===== config.mk =====
export PLATFORM = sky130hd
export DESIGN_NAME = tile_renderer
export DESIGN_NICKNAME = d
export VERILOG_FILES = /design/src/rtl/tile_renderer.sv
export SDC_FILE = /design/constraint.sdc
export NUM_CORES = 1
export LEC_CHECK = 0
export CORE_MARGIN = 1.5
export CORE_UTILIZATION = 53
export DETAILED_ROUTE_END_ITERATION = 12
export PLACE_DENSITY = 0.77
export SYNTH_ARGS = -nofsm -noshare
export SYNTH_HDL_FRONTEND = slang
export SYNTH_SLANG_ARGS = --single-unit

===== constraint.sdc =====
create_clock -name clk -period 2.45 [get_ports clk]
set_clock_uncertainty 0.1 [all_clocks]
set_input_delay 0.6125 -clock clk [delete_from_list [all_inputs] [get_ports clk]]
set_output_delay 0.6125 -clock clk [all_outputs]
set_load 0.02 [all_outputs]

===== src/rtl/tile_renderer.sv =====
// ---------------------------------------------------------------------------
// tile_renderer
//
// Text/tile-mode pixel generator. Each 8x8 1bpp tile is drawn 2x scaled
// (16x16 screen pixels), giving a 40x30 cell grid on a 640x480 raster.
// While one cell is on screen, the next cell (the one to its right, or
// column 0 of the next visible line) is fetched into a prefetch buffer.
// The buffer is copied into the display registers at the first pixel of
// each cell.
//
// Each attribute cell n occupies two bytes:
//   byte 2n   = tile index
//   byte 2n+1 = foreground palette index [7:4], background index [3:0]
//
// Ports
//   clk                           system clock (100 MHz)
//   reset_n                       asynchronous active-low reset
//   pixel_strobe                  1-clk pulse per pixel (every 4 clks)
//   hpos / vpos                   raster position of the current strobe
//   tile_memory_read_*            pattern memory read port (addr = idx*8+line)
//   attribute_memory_read_*       attribute memory read port
//   color_memory_read_*           16-entry RGB332 palette read port
//   pixel_color                   registered RGB332 pixel, 0 outside active area
//   pixel_valid                   pixel_strobe delayed by one clock
//   fetch_overrun                 sticky flag: trigger arrived while fetching
//
// All memories return data one clock after their read enable.
// ---------------------------------------------------------------------------
module tile_renderer #(
    parameter int COLS     = 40,
    parameter int H_ACTIVE = 640,
    parameter int V_ACTIVE = 480,
    parameter int V_TOTAL  = 525
) (
    input  logic        clk,
    input  logic        reset_n,
    input  logic        pixel_strobe,
    input  logic [9:0]  hpos,
    input  logic [9:0]  vpos,
    output logic        tile_memory_read_enable,
    output logic [10:0] tile_memory_read_addr,
    input  logic [7:0]  tile_memory_read_data,
    output logic        attribute_memory_read_enable,
    output logic [11:0] attribute_memory_read_addr,
    input  logic [7:0]  attribute_memory_read_data,
    output logic        color_memory_read_enable,
    output logic [3:0]  color_memory_read_addr,
    input  logic [7:0]  color_memory_read_data,
    output logic [7:0]  pixel_color,
    output logic        pixel_valid,
    output logic        fetch_overrun
);

    // Raster constants narrowed to the position width.
    localparam logic [9:0] H_ACTIVE_W  = 10'(H_ACTIVE);
    localparam logic [9:0] H_LAST_CELL = 10'(H_ACTIVE - 16);
    localparam logic [9:0] V_ACTIVE_W  = 10'(V_ACTIVE);
    localparam logic [9:0] V_LAST_LINE = 10'(V_TOTAL - 1);

    typedef enum logic [2:0] {
        IDLE,
        A0,
        A1,
        TR,
        FG,
        BG,
        DONE
    } fetch_state_t;

    fetch_state_t state;
    fetch_state_t state_next;

    // Trigger decode and target cell computation
    logic        cell_start;
    logic        trigger;
    logic        fetch_go;
    logic        swap;
    logic        active;
    logic [5:0]  target_col;
    logic [9:0]  vnext;
    logic [4:0]  target_row;
    logic [2:0]  target_line;
    logic [10:0] cell_index;
    logic [11:0] attr_base;

    // Fetch working registers
    logic [11:0] cell_addr_q;
    logic [2:0]  line_q;
    logic [7:0]  tile_idx_q;
    logic [3:0]  fg_idx_q;
    logic [3:0]  bg_idx_q;
    logic [7:0]  pattern_q;
    logic [7:0]  fg_color_q;

    // Prefetch buffer and display registers
    logic [7:0]  buf_pattern;
    logic [7:0]  buf_fg;
    logic [7:0]  buf_bg;
    logic [7:0]  disp_pattern;
    logic [7:0]  disp_fg;
    logic [7:0]  disp_bg;

    // Pixel selection
    logic [7:0]  sel_pattern;
    logic [7:0]  sel_fg;
    logic [7:0]  sel_bg;
    logic [2:0]  bit_index;
    logic        pixel_bit;

    // Work out which cell the next fetch targets. The last cell of a line
    // prefetches column 0 of the following line, wrapping at the frame end.
    // The row*COLS product is a shift-add since COLS is fixed at 40.
    always_comb begin
        cell_start = pixel_strobe && (hpos[3:0] == 4'd0);
        trigger    = cell_start && (hpos <= H_LAST_CELL);

        if (hpos < H_LAST_CELL) begin
            target_col = hpos[9:4] + 6'd1;
            vnext      = vpos;
        end else begin
            target_col = 6'd0;
            vnext      = (vpos == V_LAST_LINE) ? 10'd0 : vpos + 10'd1;
        end

        target_row  = vnext[8:4];
        target_line = vnext[3:1];
        cell_index  = ({6'd0, target_row} << 5) + ({6'd0, target_row} << 3)
                    + {5'd0, target_col};
        attr_base   = {cell_index, 1'b0};

        fetch_go = trigger && (state == IDLE) && (vnext < V_ACTIVE_W);

        active = (hpos < H_ACTIVE_W) && (vpos < V_ACTIVE_W);
        swap   = cell_start && active;
    end

    // Fetch FSM state register; reset aborts any fetch in flight.
    always_ff @(posedge clk or negedge reset_n) begin
        if (!reset_n) begin
            state <= IDLE;
        end else begin
            state <= state_next;
        end
    end

    // Next-state and read port decode. Each fetch state drives exactly one
    // read enable; the data it returns is captured in the following state.
    always_comb begin
        state_next                   = state;
        attribute_memory_read_enable = 1'b0;
        attribute_memory_read_addr   = 12'd0;
        tile_memory_read_enable      = 1'b0;
        tile_memory_read_addr        = 11'd0;
        color_memory_read_enable     = 1'b0;
        color_memory_read_addr       = 4'd0;

        case (state)
            IDLE: begin
                if (fetch_go) begin
                    state_next = A0;
                end
            end
            A0: begin
                attribute_memory_read_enable = 1'b1;
                attribute_memory_read_addr   = cell_addr_q;
                state_next                   = A1;
            end
            A1: begin
                attribute_memory_read_enable = 1'b1;
                attribute_memory_read_addr   = {cell_addr_q[11:1], 1'b1};
                state_next                   = TR;
            end
            TR: begin
                tile_memory_read_enable = 1'b1;
                tile_memory_read_addr   = {tile_idx_q, line_q};
                state_next              = FG;
            end
            FG: begin
                color_memory_read_enable = 1'b1;
                color_memory_read_addr   = fg_idx_q;
                state_next               = BG;
            end
            BG: begin
                color_memory_read_enable = 1'b1;
                color_memory_read_addr   = bg_idx_q;
                state_next               = DONE;
            end
            DONE: begin
                state_next = IDLE;
            end
            default: begin
                state_next = IDLE;
            end
        endcase
    end

    // Fetch datapath: latch the target on trigger, then capture each read
    // result one state after its request. The prefetch buffer is only
    // written in DONE, so a partially fetched cell is never displayed.
    always_ff @(posedge clk or negedge reset_n) begin
        if (!reset_n) begin
            cell_addr_q <= 12'd0;
            line_q      <= 3'd0;
            tile_idx_q  <= 8'd0;
            fg_idx_q    <= 4'd0;
            bg_idx_q    <= 4'd0;
            pattern_q   <= 8'd0;
            fg_color_q  <= 8'd0;
            buf_pattern <= 8'd0;
            buf_fg      <= 8'd0;
            buf_bg      <= 8'd0;
        end else begin
            case (state)
                IDLE: begin
                    if (fetch_go) begin
                        cell_addr_q <= attr_base;
                        line_q      <= target_line;
                    end
                end
                A1: begin
                    tile_idx_q <= attribute_memory_read_data;
                end
                TR: begin
                    fg_idx_q <= attribute_memory_read_data[7:4];
                    bg_idx_q <= attribute_memory_read_data[3:0];
                end
                FG: begin
                    pattern_q <= tile_memory_read_data;
                end
                BG: begin
                    fg_color_q <= color_memory_read_data;
                end
                DONE: begin
                    buf_pattern <= pattern_q;
                    buf_fg      <= fg_color_q;
                    buf_bg      <= color_memory_read_data;
                end
                default: begin
                end
            endcase
        end
    end

    // A trigger that lands while a fetch is still running is dropped; the
    // flag stays set until reset so software can see it happened.
    always_ff @(posedge clk or negedge reset_n) begin
        if (!reset_n) begin
            fetch_overrun <= 1'b0;
        end else if (trigger && (state != IDLE)) begin
            fetch_overrun <= 1'b1;
        end
    end

    // On the first pixel of a cell the display registers take the buffer,
    // and that same pixel must already use the new cell, so the selection
    // bypasses the display registers when swapping.
    always_comb begin
        sel_pattern = swap ? buf_pattern : disp_pattern;
        sel_fg      = swap ? buf_fg      : disp_fg;
        sel_bg      = swap ? buf_bg      : disp_bg;
        bit_index   = 3'd7 - hpos[3:1];
        pixel_bit   = sel_pattern[bit_index];
    end

    // Display registers
    always_ff @(posedge clk or negedge reset_n) begin
        if (!reset_n) begin
            disp_pattern <= 8'd0;
            disp_fg      <= 8'd0;
            disp_bg      <= 8'd0;
        end else if (swap) begin
            disp_pattern <= buf_pattern;
            disp_fg      <= buf_fg;
            disp_bg      <= buf_bg;
        end
    end

    // Pixel output: updated only on a strobe and held between strobes.
    always_ff @(posedge clk or negedge reset_n) begin
        if (!reset_n) begin
            pixel_color <= 8'd0;
            pixel_valid <= 1'b0;
        end else begin
            pixel_valid <= pixel_strobe;
            if (pixel_strobe) begin
                pixel_color <= active ? (pixel_bit ? sel_fg : sel_bg) : 8'h00;
            end
        end
    end

endmodule


==> impl_metrics.json <==
{
  "synth_edf_count": 0,
  "slew_headroom_pct": 49.4,
  "die_y_um": 101,
  "wl_um": 11600,
  "crit_path_end_kind": "flop",
  "finalInstanceArea_mm2": 0.00703,
  "cts.sinks": 107,
  "grt_max_degree": 35,
  "start_util_pct": 55.0,
  "clock_latency_ps": 380,
  "crit_arrival_ps": 3210,
  "fin_ws_ps": -608,
  "place_congestion": 0.927,
  "synth_warnings": 0,
  "io_buffers": 86,
  "rsz0062_at_grt": "yes",
  "synthFlopType": "dfrtp_1",
  "antenna_found_initial": 0,
  "fp.coreArea_mm2": 0.00928,
  "area_delta_synth_final_pct": 37.6,
  "cts_root_buf": "clkbuf_8",
  "synth_cell_type_count": 46,
  "cp_max_fo": 3,
  "nFillCells": 631,
  "drv_slew": 0,
  "hold_violations": 0,
  "violations": "negative setup slack",
  "setup_viol_count_final": 6,
  "place_area_mm2": 0.00672,
  "nets": 639,
  "drv_cap": 0,
  "maxClockFrequency_ghz": 0.327,
  "crit_path_max_incr_delay_ps": 540,
  "ir_drop_uv": 505,
  "antenna_cells": 0,
  "wl_per_cell_um": 16.3,
  "worst-setup-path-type": "input port to flop",
  "grt_pass1_wl_um": 19500,
  "seq_area_mm2": 0.00268,
  "cp_slowest_cell": "fa_1",
  "remaining_drc_errors": 0,
  "synth_seq_cells": 107,
  "synth.avg_cell_area_um2": 12.4,
  "period_share_pct": 125,
  "vias": 3819,
  "overflow": 0,
  "cts_buffers": 9,
  "vias_per_cell": 5.36,
  "pwr_density_cell_mw_per_mm2": 851,
  "drt_iter0_drc": 154,
  "multi_input_area_mm2": 0.00255,
  "yosysSeqAreaShare_pct": 52.4,
  "async_flop_share_pct": 100,
  "hold_path_class": "input port to async pin",
  "netlist_instances": 413,
  "cp-start-kind": "input port",
  "grt_pass1_vias": 4037,
  "die_w_um": 101,
  "drtAntennaViolNets": 0,
  "p_leak_nw": 3.32,
  "cp_cell_sequence": "buf_8 > ha_4 > nand2_4 > a21oi_4 > nand4_1 > nor3_2 > a21o_1 > inv_2 > fa_1 > inv_2 > fa_2 > a21o_1 > a21oi_2 > xnor2_1 > mux2_4",
  "holdBufCountCts": 0,
  "die_area_mm2": 0.0102,
  "fin_tns_setup_ps": -2900,
  "dp_hpwl_um": 8240,
  "drive_gt1_share_pct": 45.6,
  "ios": 87,
  "required_ps": 2600,
  "dr.pass1.iters": 5,
  "cts_tree": "yes",
  "num_rows": 35,
  "status": "complete, but fails checks",
  "h-tree-depth": 3,
  "syn-num-nets": 474,
  "tightest_slew_ps": 754,
  "layout_common_cells": "104 x dfrtp_1, 82 x mux2_2, 75 x buf_4, 38 x clkdlybuf4s50_1, 33 x nand2_1",
  "clkTransAtPathRegs_ps": 120,
  "synth_area_mm2": 0.00511,
  "min_period_ps": 3060,
  "grtUsageTotal_pct": 24.4,
  "place_ws_ps": -1510,
  "final_common_cell": "dfrtp_1",
  "total_power_mw": 5.99,
  "cts_buffer_depth": 2
}
-- stage by stage --
step / std cells / util [%] / hold WS, ps
4_1_cts: 710 / 75.5 / 43.1
3_3_place_gp: 686 / 72.4 / 367
5_1_grt: 712 / 75.7 / 56.6
3_5_place_dp: 686 / 72.4 / 382
2_1_floorplan: 413 / - / 217
6_report: 712 / 75.7 / 46.4
-- final cells by class --
class                      count  area share (%)
clock buffer                   9            1.76
sequential                   107            38.1
tap                          129            2.30
clock inverter                 7            1.14
multi-input combinational    279            36.2
timing repair buffer         167            19.6
inverter                      14           0.819
-- where the power goes --
group / internal, mW / total, mW / leakage, nW / switching [mW]
clock network: 0.407 / 1.07 / 0.0994 / 0.666
logic: 1.18 / 2.17 / 1.89 / 0.994
registers: 2.41 / 2.74 / 1.34 / 0.327
-- per-layer routing --
metal / GRT usage, % / wire [µm] / vias up
li1: - / - / 1797
met1: 31.2 / 4890 / 1909
met2: 42.0 / 5910 / 89
met5: 0 / 0 / -
met4: 8.87 / 283 / 0
met3: 4.00 / 486 / 24
-- registers in the layout, summed over array words and instances, names as in the netlist --
| register | count |
|---|---|
| cell_addr_q | 11 |
| buf_bg | 8 |
| buf_fg | 8 |
| buf_pattern | 8 |
| disp_bg | 8 |
| disp_fg | 8 |
| disp_pattern | 8 |
| fg_color_q | 8 |
| pattern_q | 8 |
| pixel_color | 8 |
| tile_idx_q | 8 |
| bg_idx_q | 4 |
| fg_idx_q | 4 |
| line_q | 3 |
| state | 3 |
| fetch_overrun | 1 |
| pixel_valid | 1 |
-- synth_stat cells, types with 2 or more instances --
master / count / area, µm²
nand2_1: 35 / 131
dfrtp_1: 107 / 2680
mux2_1: 4 / 45.0
mux2_4: 7 / 105
mux2_2: 82 / 923
xnor2_1: 6 / 52.6
ha_1: 12 / 150
mux2i_1: 7 / 70.1
a21o_1: 4 / 30.0
xor2_1: 6 / 52.6
o211ai_1: 9 / 67.6
buf_2: 2 / 10.0
a21oi_1: 8 / 40.0
inv_1: 12 / 45.0
and2_1: 20 / 125
nor2_1: 15 / 56.3
o21ai_0: 8 / 40.0
nand4_1: 5 / 31.3
clkbuf_1: 10 / 37.5
a31oi_1: 3 / 18.8
nor2b_1: 2 / 12.5
a211oi_1: 4 / 30.0
nand3_1: 13 / 65.1
nor3_1: 8 / 40.0
nand3b_1: 2 / 15.0
fa_1: 2 / 40.0
-- kinds of logic (layout without fill, tap and decap cells) --
family,count (synthesis),after routing,share of synthesized area [%]
multiplexers,100,100,22.4
XOR/XNOR,12,12,2.06
buffers and inverters,28,197,2.25
flip-flops,107,107,52.4
adder cells (fa/ha/maj),14,14,3.72
AND/OR/NAND/NOR,108,109,11.2
AO/OA/AOI/OAI,44,44,6.02
-- final timing paths --
check | to | depth (start not counted) | slack, ps | start
worst max-delay path | cell_addr_q[9]$_DFFE_PN0P_ | 15 | -610 | hpos[5]
worst min-delay path | fg_color_q[3]$_DFFE_PN0P_ | 1 | 50 | reset_n
worst max register to register | cell_addr_q[5]$_DFFE_PN0P_ | 4 | 320 | state[0]$_DFFE_PN0P_
worst min register to register | disp_fg[5]$_DFF_PN0_ | 1 | 410 | disp_fg[5]$_DFF_PN0_
max in group asynchronous | pattern_q[7]$_DFFE_PN0P_ | 2 | 1500 | reset_n
min in group clk | disp_fg[5]$_DFF_PN0_ | 1 | 410 | disp_fg[5]$_DFF_PN0_
-- worst max-delay path, delay by kind of cell --
kind / cells / cell delay [ps]
and+or+nand+nor: 3 / 400
buffers and inverters: 3 / 190
xor gates and xnor gates: 1 / 80
adders and majority gates: 3 / 1020
muxes: 1 / 260
AOI/OAI and AO/OA: 4 / 650
-- repair_timing --
item,4_1_cts,5_1_grt
gates resized for setup,138,48
setup buffers,8,6
setup endpoints to repair,49,44
endpoints found under the hold margin,0,0
pin swaps,28,20
gates cloned,1,0
Note: power is estimated with default switching activity, not from simulation.
